`config.mk`:
```
export PLATFORM = sky130hd
export DESIGN_NAME = meter_session_timer
export DESIGN_NICKNAME = d
export VERILOG_FILES = /design/src/rtl/meter_session_timer.sv
export SDC_FILE = /design/constraint.sdc
export NUM_CORES = 1
export LEC_CHECK = 0
export CORE_ASPECT_RATIO = 1.1
export CORE_MARGIN = 2
export CORE_UTILIZATION = 63
export DETAILED_ROUTE_END_ITERATION = 6
export DONT_BUFFER_PORTS = 1
export PLACE_DENSITY = 0.75
export SETUP_SLACK_MARGIN = 0.4
export SYNTH_ARGS = -nofsm -noshare
export SYNTH_HDL_FRONTEND = slang
export SYNTH_SLANG_ARGS = --single-unit
export TNS_END_PERCENT = 100
```
`constraint.sdc`:
```
create_clock -name clk -period 2.3 [get_ports clk]
set_input_delay 0.46 -clock clk [delete_from_list [all_inputs] [get_ports clk]]
set_output_delay 0.46 -clock clk [all_outputs]
set_load 0.03 [all_outputs]
```
`src/rtl/meter_session_timer.sv`:
```
// ---------------------------------------------------------------------------
// meter_session_timer
//   Parking-session elapsed-time counter. Divides clk into one-second ticks,
//   counts whole seconds while a session runs, supports pause/resume and
//   freezes the final count on stop or saturation for the cost stage.
//
// Ports
//   clk           in   1      system clock, rising edge
//   rst           in   1      synchronous active-high reset
//   start         in   1      level button; rising edge starts a session
//   pause         in   1      level button; rising edge toggles RUN <-> PAUSE
//   stop          in   1      level button; rising edge ends the session
//   sec_count     out  CNT_W  elapsed whole seconds of current/last session
//   running       out  1      high while in RUN
//   sec_tick      out  1      one-cycle pulse on each counted second
//   session_done  out  1      one-cycle pulse on entry to HOLD
// ---------------------------------------------------------------------------
module meter_session_timer #(
    parameter int unsigned CLK_DIV = 100_000_000,
    parameter int unsigned CNT_W   = 12,
    parameter int unsigned MAX_SEC = 4095
) (
    input  logic             clk,
    input  logic             rst,
    input  logic             start,
    input  logic             pause,
    input  logic             stop,
    output logic [CNT_W-1:0] sec_count,
    output logic             running,
    output logic             sec_tick,
    output logic             session_done
);

    localparam int unsigned      DIV_W    = (CLK_DIV > 1) ? $clog2(CLK_DIV) : 1;
    localparam logic [DIV_W-1:0] DIV_LAST = DIV_W'(CLK_DIV - 1);
    localparam logic [CNT_W-1:0] CNT_MAX  = CNT_W'(MAX_SEC);

    typedef enum logic [1:0] {
        S_IDLE  = 2'd0,
        S_RUN   = 2'd1,
        S_PAUSE = 2'd2,
        S_HOLD  = 2'd3
    } state_e;

    state_e           state_q, state_d;
    logic [DIV_W-1:0] div_q, div_d;
    logic [CNT_W-1:0] cnt_q, cnt_d;
    logic             run_q, run_d;
    logic             tick_q, tick_d;
    logic             done_q, done_d;

    // {stop, pause, start}: one sampling flop plus a previous-value flop
    logic [2:0] btn_s_q, btn_prev_q;
    logic [2:0] btn_edge;
    logic       stop_ev, pause_ev, start_ev;
    logic       wrap, reach_max;

    // Both flops reset high so a button held through reset never looks like an edge
    always_ff @(posedge clk) begin
        if (rst) begin
            btn_s_q    <= 3'b111;
            btn_prev_q <= 3'b111;
        end else begin
            btn_s_q    <= {stop, pause, start};
            btn_prev_q <= btn_s_q;
        end
    end

    // Prioritised events: stop > pause > start, losers are dropped
    always_comb begin
        btn_edge  = btn_s_q & ~btn_prev_q;
        stop_ev   = btn_edge[2];
        pause_ev  = btn_edge[1] & ~btn_edge[2];
        start_ev  = btn_edge[0] & ~btn_edge[1] & ~btn_edge[2];
        wrap      = (div_q == DIV_LAST);
        reach_max = ((cnt_q + CNT_W'(1)) == CNT_MAX);
    end

    // State and registered outputs
    always_ff @(posedge clk) begin
        if (rst) begin
            state_q <= S_IDLE;
            div_q   <= '0;
            cnt_q   <= '0;
            run_q   <= 1'b0;
            tick_q  <= 1'b0;
            done_q  <= 1'b0;
        end else begin
            state_q <= state_d;
            div_q   <= div_d;
            cnt_q   <= cnt_d;
            run_q   <= run_d;
            tick_q  <= tick_d;
            done_q  <= done_d;
        end
    end

    // Next-state logic
    always_comb begin
        state_d = state_q;
        unique case (state_q)
            S_IDLE: begin
                if (start_ev) state_d = S_RUN;
            end
            S_RUN: begin
                if (stop_ev)               state_d = S_HOLD;
                else if (pause_ev)         state_d = S_PAUSE;
                else if (wrap && reach_max) state_d = S_HOLD;
            end
            S_PAUSE: begin
                if (stop_ev)       state_d = S_HOLD;
                else if (pause_ev) state_d = S_RUN;
            end
            S_HOLD: begin
                if (start_ev) state_d = S_RUN;
            end
            default: state_d = S_IDLE;
        endcase
    end

    // Datapath and output next values
    always_comb begin
        div_d  = div_q;
        cnt_d  = cnt_q;
        tick_d = 1'b0;
        run_d  = (state_d == S_RUN);
        done_d = (state_d == S_HOLD) && (state_q != S_HOLD);
        unique case (state_q)
            S_IDLE: begin
                div_d = '0;
                cnt_d = '0;
            end
            S_RUN: begin
                // Any stop or pause event freezes the divider in this cycle
                if (!stop_ev && !pause_ev) begin
                    if (wrap) begin
                        div_d = '0;
                        if (cnt_q < CNT_MAX) begin
                            cnt_d  = cnt_q + CNT_W'(1);
                            tick_d = 1'b1;
                        end
                    end else begin
                        div_d = div_q + DIV_W'(1);
                    end
                end
            end
            S_PAUSE: begin
            end
            S_HOLD: begin
                if (start_ev) begin
                    div_d = '0;
                    cnt_d = '0;
                end
            end
            default: begin
                div_d = '0;
                cnt_d = '0;
            end
        endcase
    end

    assign sec_count    = cnt_q;
    assign running      = run_q;
    assign sec_tick     = tick_q;
    assign session_done = done_q;

endmodule

```
==> reports/summary.txt, run 1 <==
H-Tree Depth: 2
DR vias/cell: 7.07
P_leak: 0.00137 µW
crit path time final: 2150 ps
setup TNS: 0 ps
Ys Warns: 0
Initial Utilization: 65.6%
cell taking the most area after synthesis: dfxtp_1
CTS tree: yes
worst hold path class: in2reg
non-filler cells, final: 438
largest net degree at the start of global routing: 31
status: finished, final reports clean
Crit Path Max Fanout: 4
top cell type's share of synthesized area: 35.6%
CTS Hold Buffers Added: 0
first-pass iteration count of the detailed router: 5
RSZ-0062 raised after global routing: true
Mapped Avg Cell Area: 8.15 µm²
Reg-to-Reg Start: div_q[1]$_SDFFE_PP0P_
power per cell area: 735 nW/µm²
Worst Setup Slack, final: 145 ps
Max-cap violations: 0
placed cell count: 399
Post-Synthesis Cells: 345
crit share post-route: 93.7%
top_reg_cell synth: dfxtp_1
sequential share of the synthesized area: 35.6%
layout cells sized above 1: 45.1%
CTS root buf: clkbuf_8
total CTS buffers: 5
DRC errors left: 0
pre-CTS setup slack: 159 ps
crit path from: div_q[1]$_SDFFE_PP0P_
final design utilization: 90.0%
Clk pin slew, worst setup/hold paths: 90 ps
Clock Latency Late Sink: 300 ps
post-synth cell types: 57
DPL Wire Length: 4420 µm
async set-reset flop share out of synthesis: 0%
antenna-violating nets left: 0
Core Box Area: 4290 µm²
nets@finish: 397
die width: 67.7 µm
leading post-synthesis cells by cell area: dfxtp_1, nand2_1, nor2_1
Final setup viols: 0
Global Route Usage Sum: 28.4%
Yosys reg bits: 50
PortBufs: 0
WL/cell: 22.1 µm
num ports: 20
clock tree buffer depth: 2
number of synthesized flops with an enable pin: 0
beginning of the worst hold path: rst
initial antenna violation count: 0
most common cell after layout, fill and taps aside: buf_4
Synthesized Nets: 357
vias in the first global route: 2430
Worst EP required: 2490 ps
Pwr Total: 2830 µW
Initial DRC Count: 388
Final Hold Vio Count: 0
total gr overflow: 0
crit path capture type: flip-flop
Slew Limit Fails: 0
WS Path Type: reg2reg
most frequent cells in the layout: buf_4, nand2_1, nor2_1
first-pass GRT wire length: 11100 µm
total wire length: 9690 µm
worst-case clock skew: 7.33 ps
Sink Count: 50
CP startpoint kind: flip-flop
Worst EP arrival: 2340 ps
Post-Syn Area: 2810 µm²
FMAX: 464 MHz
number of diodes: 0
slew margin rel.: 70.1%
vias: 3098
RD Place Congestion: 0.936
Rows: 25
Worst-Margin Slew: 444 ps
Peak VDD IR: 0.474 mV
DIE AREA: 5010 µm²
die height: 74.0 µm
Syn-to-layout area delta: 37.2%
-- cell usage after synthesis (all sizes together), types with 2 or more instances --
library cell  count
nand3            19
a211oi            5
xor2             13
o21ai            18
and2              6
nor2             33
nor4bb            2
nand2b            2
and4              8
a21boi            2
nor4b             2
a31oi             5
a21oi            22
ha                7
a21o              6
nand4b            3
or2               7
or3               4
clkbuf            9
and3              4
nor3              7
or4               3
nand4            12
nor4             10
nor2b             3
buf              10
dfxtp            50
a311oi            5
xnor2             3
o211ai            4
nand3b            3
nand2            37
inv               9
o31ai             2
-- routing by layer --
layer	share of wire, %	routed length [µm]	track usage, %
met1	37	3540	34.7
met5	0	0	0
met3	8.6	829	5.60
met4	6.8	658	11.3
met2	48	4660	48.7
-- logic make-up (layout without fill, tap and decap cells) --
logic type | Yosys count | in the layout | synth area share, %
adders and majority gates | 7 | 7 | 3.12
AOI/OAI and AO/OA | 78 | 78 | 18.6
and+or+nand+nor | 166 | 166 | 33.1
xor gates and xnor gates | 16 | 16 | 4.99
DFF | 50 | 50 | 35.6
buffers and inverters | 28 | 67 | 4.59
-- through the flow --
step	hold WS [ps]	cell area (µm²)
finish	217	3860
global route	196	3860
floorplan	409	2880
CTS	200	3260
detailed placement	418	2990
global placement	414	2990
-- power by group --
part	switching (µW)	internal, µW
registers	59.6	913
clock network	277	233
logic	739	613
total	1080	1760
-- critical path, cell delays in order (launching register included) --
cell and delay, ps:
dfxtp_2 360, ha_4 140, and4_4 230, and4_4 270, nand3_4 110, nor4_4 240
buf_4 210, buf_6 130, a31oi_1 90, a211oi_1 270
-- timing repair --
| item | CTS | global route |
|---|---|---|
| setup endpoints to repair | 40 | 43 |
| resized for setup | 24 | 106 |
| pin swaps | 11 | 39 |
| setup buffers | 12 | 19 |
| gates cloned | 2 | 0 |
-- final timing paths --
path                                                   to  slack, ps  cells past startpoint
worst max register to register  sec_count[6]$_SDFFE_PP0P_        150                      9
worst min register to register   btn_prev_q[2]$_SDFF_PP1_        480                      1
worst min-delay path            sec_count[2]$_SDFFE_PP0P_        220                      1
worst max-delay path            sec_count[6]$_SDFFE_PP0P_        150                      9
-- state kept, by name, summed over array words and instances (netlist names) --
| name | flops |
|---|---|
| running | 1 |
| state_q | 2 |
| sec_tick | 1 |
| btn_prev_q | 3 |
| div_q | 27 |
| session_done | 1 |
| sec_count | 12 |
| btn_s_q | 3 |
-- area by class of cell --
cell class / instances / area (µm²)
tap: 54 / 67.6
timing repair buffer: 52 / 458
sequential: 50 / 1050
clock buffer: 6 / 82.6
fill: 163 / 429
multi-input combinational: 267 / 2160
inverter: 9 / 38.8
No activity file was read; power rests on OpenSTA's default activity.
==> run 2, diff against run 1 <==
--- a/config.mk
+++ b/config.mk
@@ -6,12 +6,11 @@
 export NUM_CORES = 1
 export LEC_CHECK = 0
 export CORE_ASPECT_RATIO = 1.1
-export CORE_MARGIN = 2
 export CORE_UTILIZATION = 63
 export DETAILED_ROUTE_END_ITERATION = 6
 export DONT_BUFFER_PORTS = 1
 export PLACE_DENSITY = 0.75
-export SETUP_SLACK_MARGIN = 0.4
+export SETUP_SLACK_MARGIN = 0.5
 export SYNTH_ARGS = -nofsm -noshare
 export SYNTH_HDL_FRONTEND = slang
 export SYNTH_SLANG_ARGS = --single-unit
==> reports/summary.txt, run 2 (synthesis gave the netlist of run 1 again) <==
Core Box Area: 4290 µm²
fillers: 120
Initial DRC Count: 645
H-Tree Depth: 2
max reg flops: 27
Area after DPL: 2980 µm²
Peak VDD IR: 0.588 mV
power per cell area: 839 nW/µm²
total wire length: 11300 µm
Clock Latency Late Sink: 330 ps
DIE AREA: 4730 µm²
Worst Hold End: state_q[1]$_SDFF_PP0_
WS Path Type: reg2reg
Initial Utilization: 65.6%
total gr overflow: 0
crit share post-route: 93.8%
Max-cap violations: 0
final design utilization: 94.6%
Sink Count: 50
Largest stage delay, worst path: 500 ps
worst-case clock skew: 15.8 ps
DRC errors left: 0
Rows: 25
pre-CTS setup slack: 66.0 ps
vias: 3327
Worst Hold Depth: 1
DPL Wire Length: 4400 µm
Crit Path Max Fanout: 8
placed cell count: 391
RSZ-0062 raised after global routing: true
Worst EP required: 2540 ps
worst hold path class: in2reg
RD Place Congestion: 0.857
worst path cell trace: ha_4 -> buf_6 -> nand2_4 -> nor2_4 -> o211ai_1 -> nor4_4 -> o211ai_1 -> a211oi_1
total CTS buffers: 5
Worst-Margin Slew: 566 ps
CP startpoint kind: flip-flop
DR vias/cell: 7.56
num ports: 20
status: finished, final reports clean
largest net degree at the start of global routing: 31
Worst Setup Slack, final: 142 ps
most frequent cells in the layout: nand2_1, buf_4, dfxtp_1
reg2reg end: session_done$_SDFF_PP0_
clock tree buffer depth: 2
Global Route Usage Sum: 29.1%
layout cells sized above 1: 49.9%
Syn-to-layout area delta: 44.2%
Final Hold Vio Count: 0
die height: 72.0 µm
worst reg-to-reg setup slack: 140 ps
crit path capture type: flip-flop
Slew Limit Fails: 0
FMAX: 463 MHz
Final setup viols: 0
post-layout instance area: 4050 µm²
non-filler cells, final: 440
PortBufs: 0
CTS root buf: clkbuf_8
beginning of the worst hold path: rst
crit path time final: 2160 ps
setup TNS: 0 ps
initial antenna violation count: 1
most common cell after layout, fill and taps aside: nand2_1
die width: 65.7 µm
worst reg-to-reg path cell count: 8
Clk pin slew, worst setup/hold paths: 100 ps
P_leak: 0.00144 µW
vias in the first global route: 2386
Worst EP arrival: 2400 ps
nets@finish: 396
first-pass iteration count of the detailed router: 6
Reg-to-Reg Start: sec_count[0]$_SDFFE_PP0P_
CP most frequent cell: o211ai_1
slowest CP cell: dfxtp_4
WL/cell: 25.7 µm
first-pass GRT wire length: 10800 µm
antenna-violating nets left: 0
Most flops, register: div_q
slew margin rel.: 62.1%
CTS tree: yes
[run 2: changes by cell type in the layout (fill, tap and decap cells not counted), moves of 3 or more]
cell	delta
nor2_1	-8
buf_4	-7
dfxtp_2	-7
dfxtp_4	+7
o21ai_0	-7
nor2_2	+5
o21ai_2	+4
clkbuf_16	+3
nor2_4	+3
o21ai_1	+3
xor2_1	-3
xor2_2	+3
[run 2: final cells by class]
type	instances	area (µm²)	share of cell area, %
Multi-Input combinational cell	268	2230	55.0
Antenna cell	1	2.50	0.0617
Tap cell	54	67.6	1.67
Inverter	9	33.8	0.834
Clock inverter	2	60.1	1.48
Timing Repair Buffer	50	508	12.5
Clock buffer	6	82.6	2.04
Sequential cell	50	1070	26.4
[run 2: worst max-delay path, delay by kind of cell (launching register included)]
family | cells | cell delay [ps]
flip-flops | 1 | 500
buffers and inverters | 1 | 120
AO/OA/AOI/OAI | 3 | 650
AND/OR/NAND/NOR | 3 | 560
adder cells (fa/ha/maj) | 1 | 230
[run 2: layer usage]
layer  wire [µm]  global-route usage, %  vias up
met2        5140                   51.6      297
met3        1140                   5.66      126
met4         934                   10.1        0
met1        4100                   34.5     1558
li1            -                      -     1346
met5           0                      0        -
[run 2: per-stage QoR]
stage                     total power (µW)  hold WS [ps]
after floorplan                       1620           409
after global placement                1790           429
after detailed placement              1810           441
after CTS                             2590           196
after global routing                  3480           170
final                                 3400           171
[run 2: worst max path at each step]
stage / slack [ps] / cells after the start / end / startpoint
2_1_floorplan: 420 / 8 / sec_count[11]$_SDFFE_PP0P_ / div_q[1]$_SDFFE_PP0P_
3_3_place_gp: 90 / 7 / session_done$_SDFF_PP0_ / sec_count[1]$_SDFFE_PP0P_
3_5_place_dp: 70 / 7 / running$_SDFF_PP0_ / sec_count[1]$_SDFFE_PP0P_
4_1_cts: 320 / 7 / running$_SDFF_PP0_ / sec_count[1]$_SDFFE_PP0P_
5_1_grt: -80 / 7 / sec_count[6]$_SDFFE_PP0P_ / div_q[8]$_SDFFE_PP0P_
6_report: 140 / 8 / session_done$_SDFF_PP0_ / sec_count[0]$_SDFFE_PP0P_
[run 2: what timing repair did]
action,in CTS,in global routing
pin swaps,14,53
endpoints found under the hold margin,0,0
gates cloned,1,6
hold buffers,0,0
setup endpoints to repair,39,41
resized for setup,37,116
setup buffers,9,24
[run 2: report_power, final]
part / switching (µW) / internal (µW)
sequential: 62.3 / 906
clock: 327 / 464
combinational: 897 / 743
total: 1290 / 2110
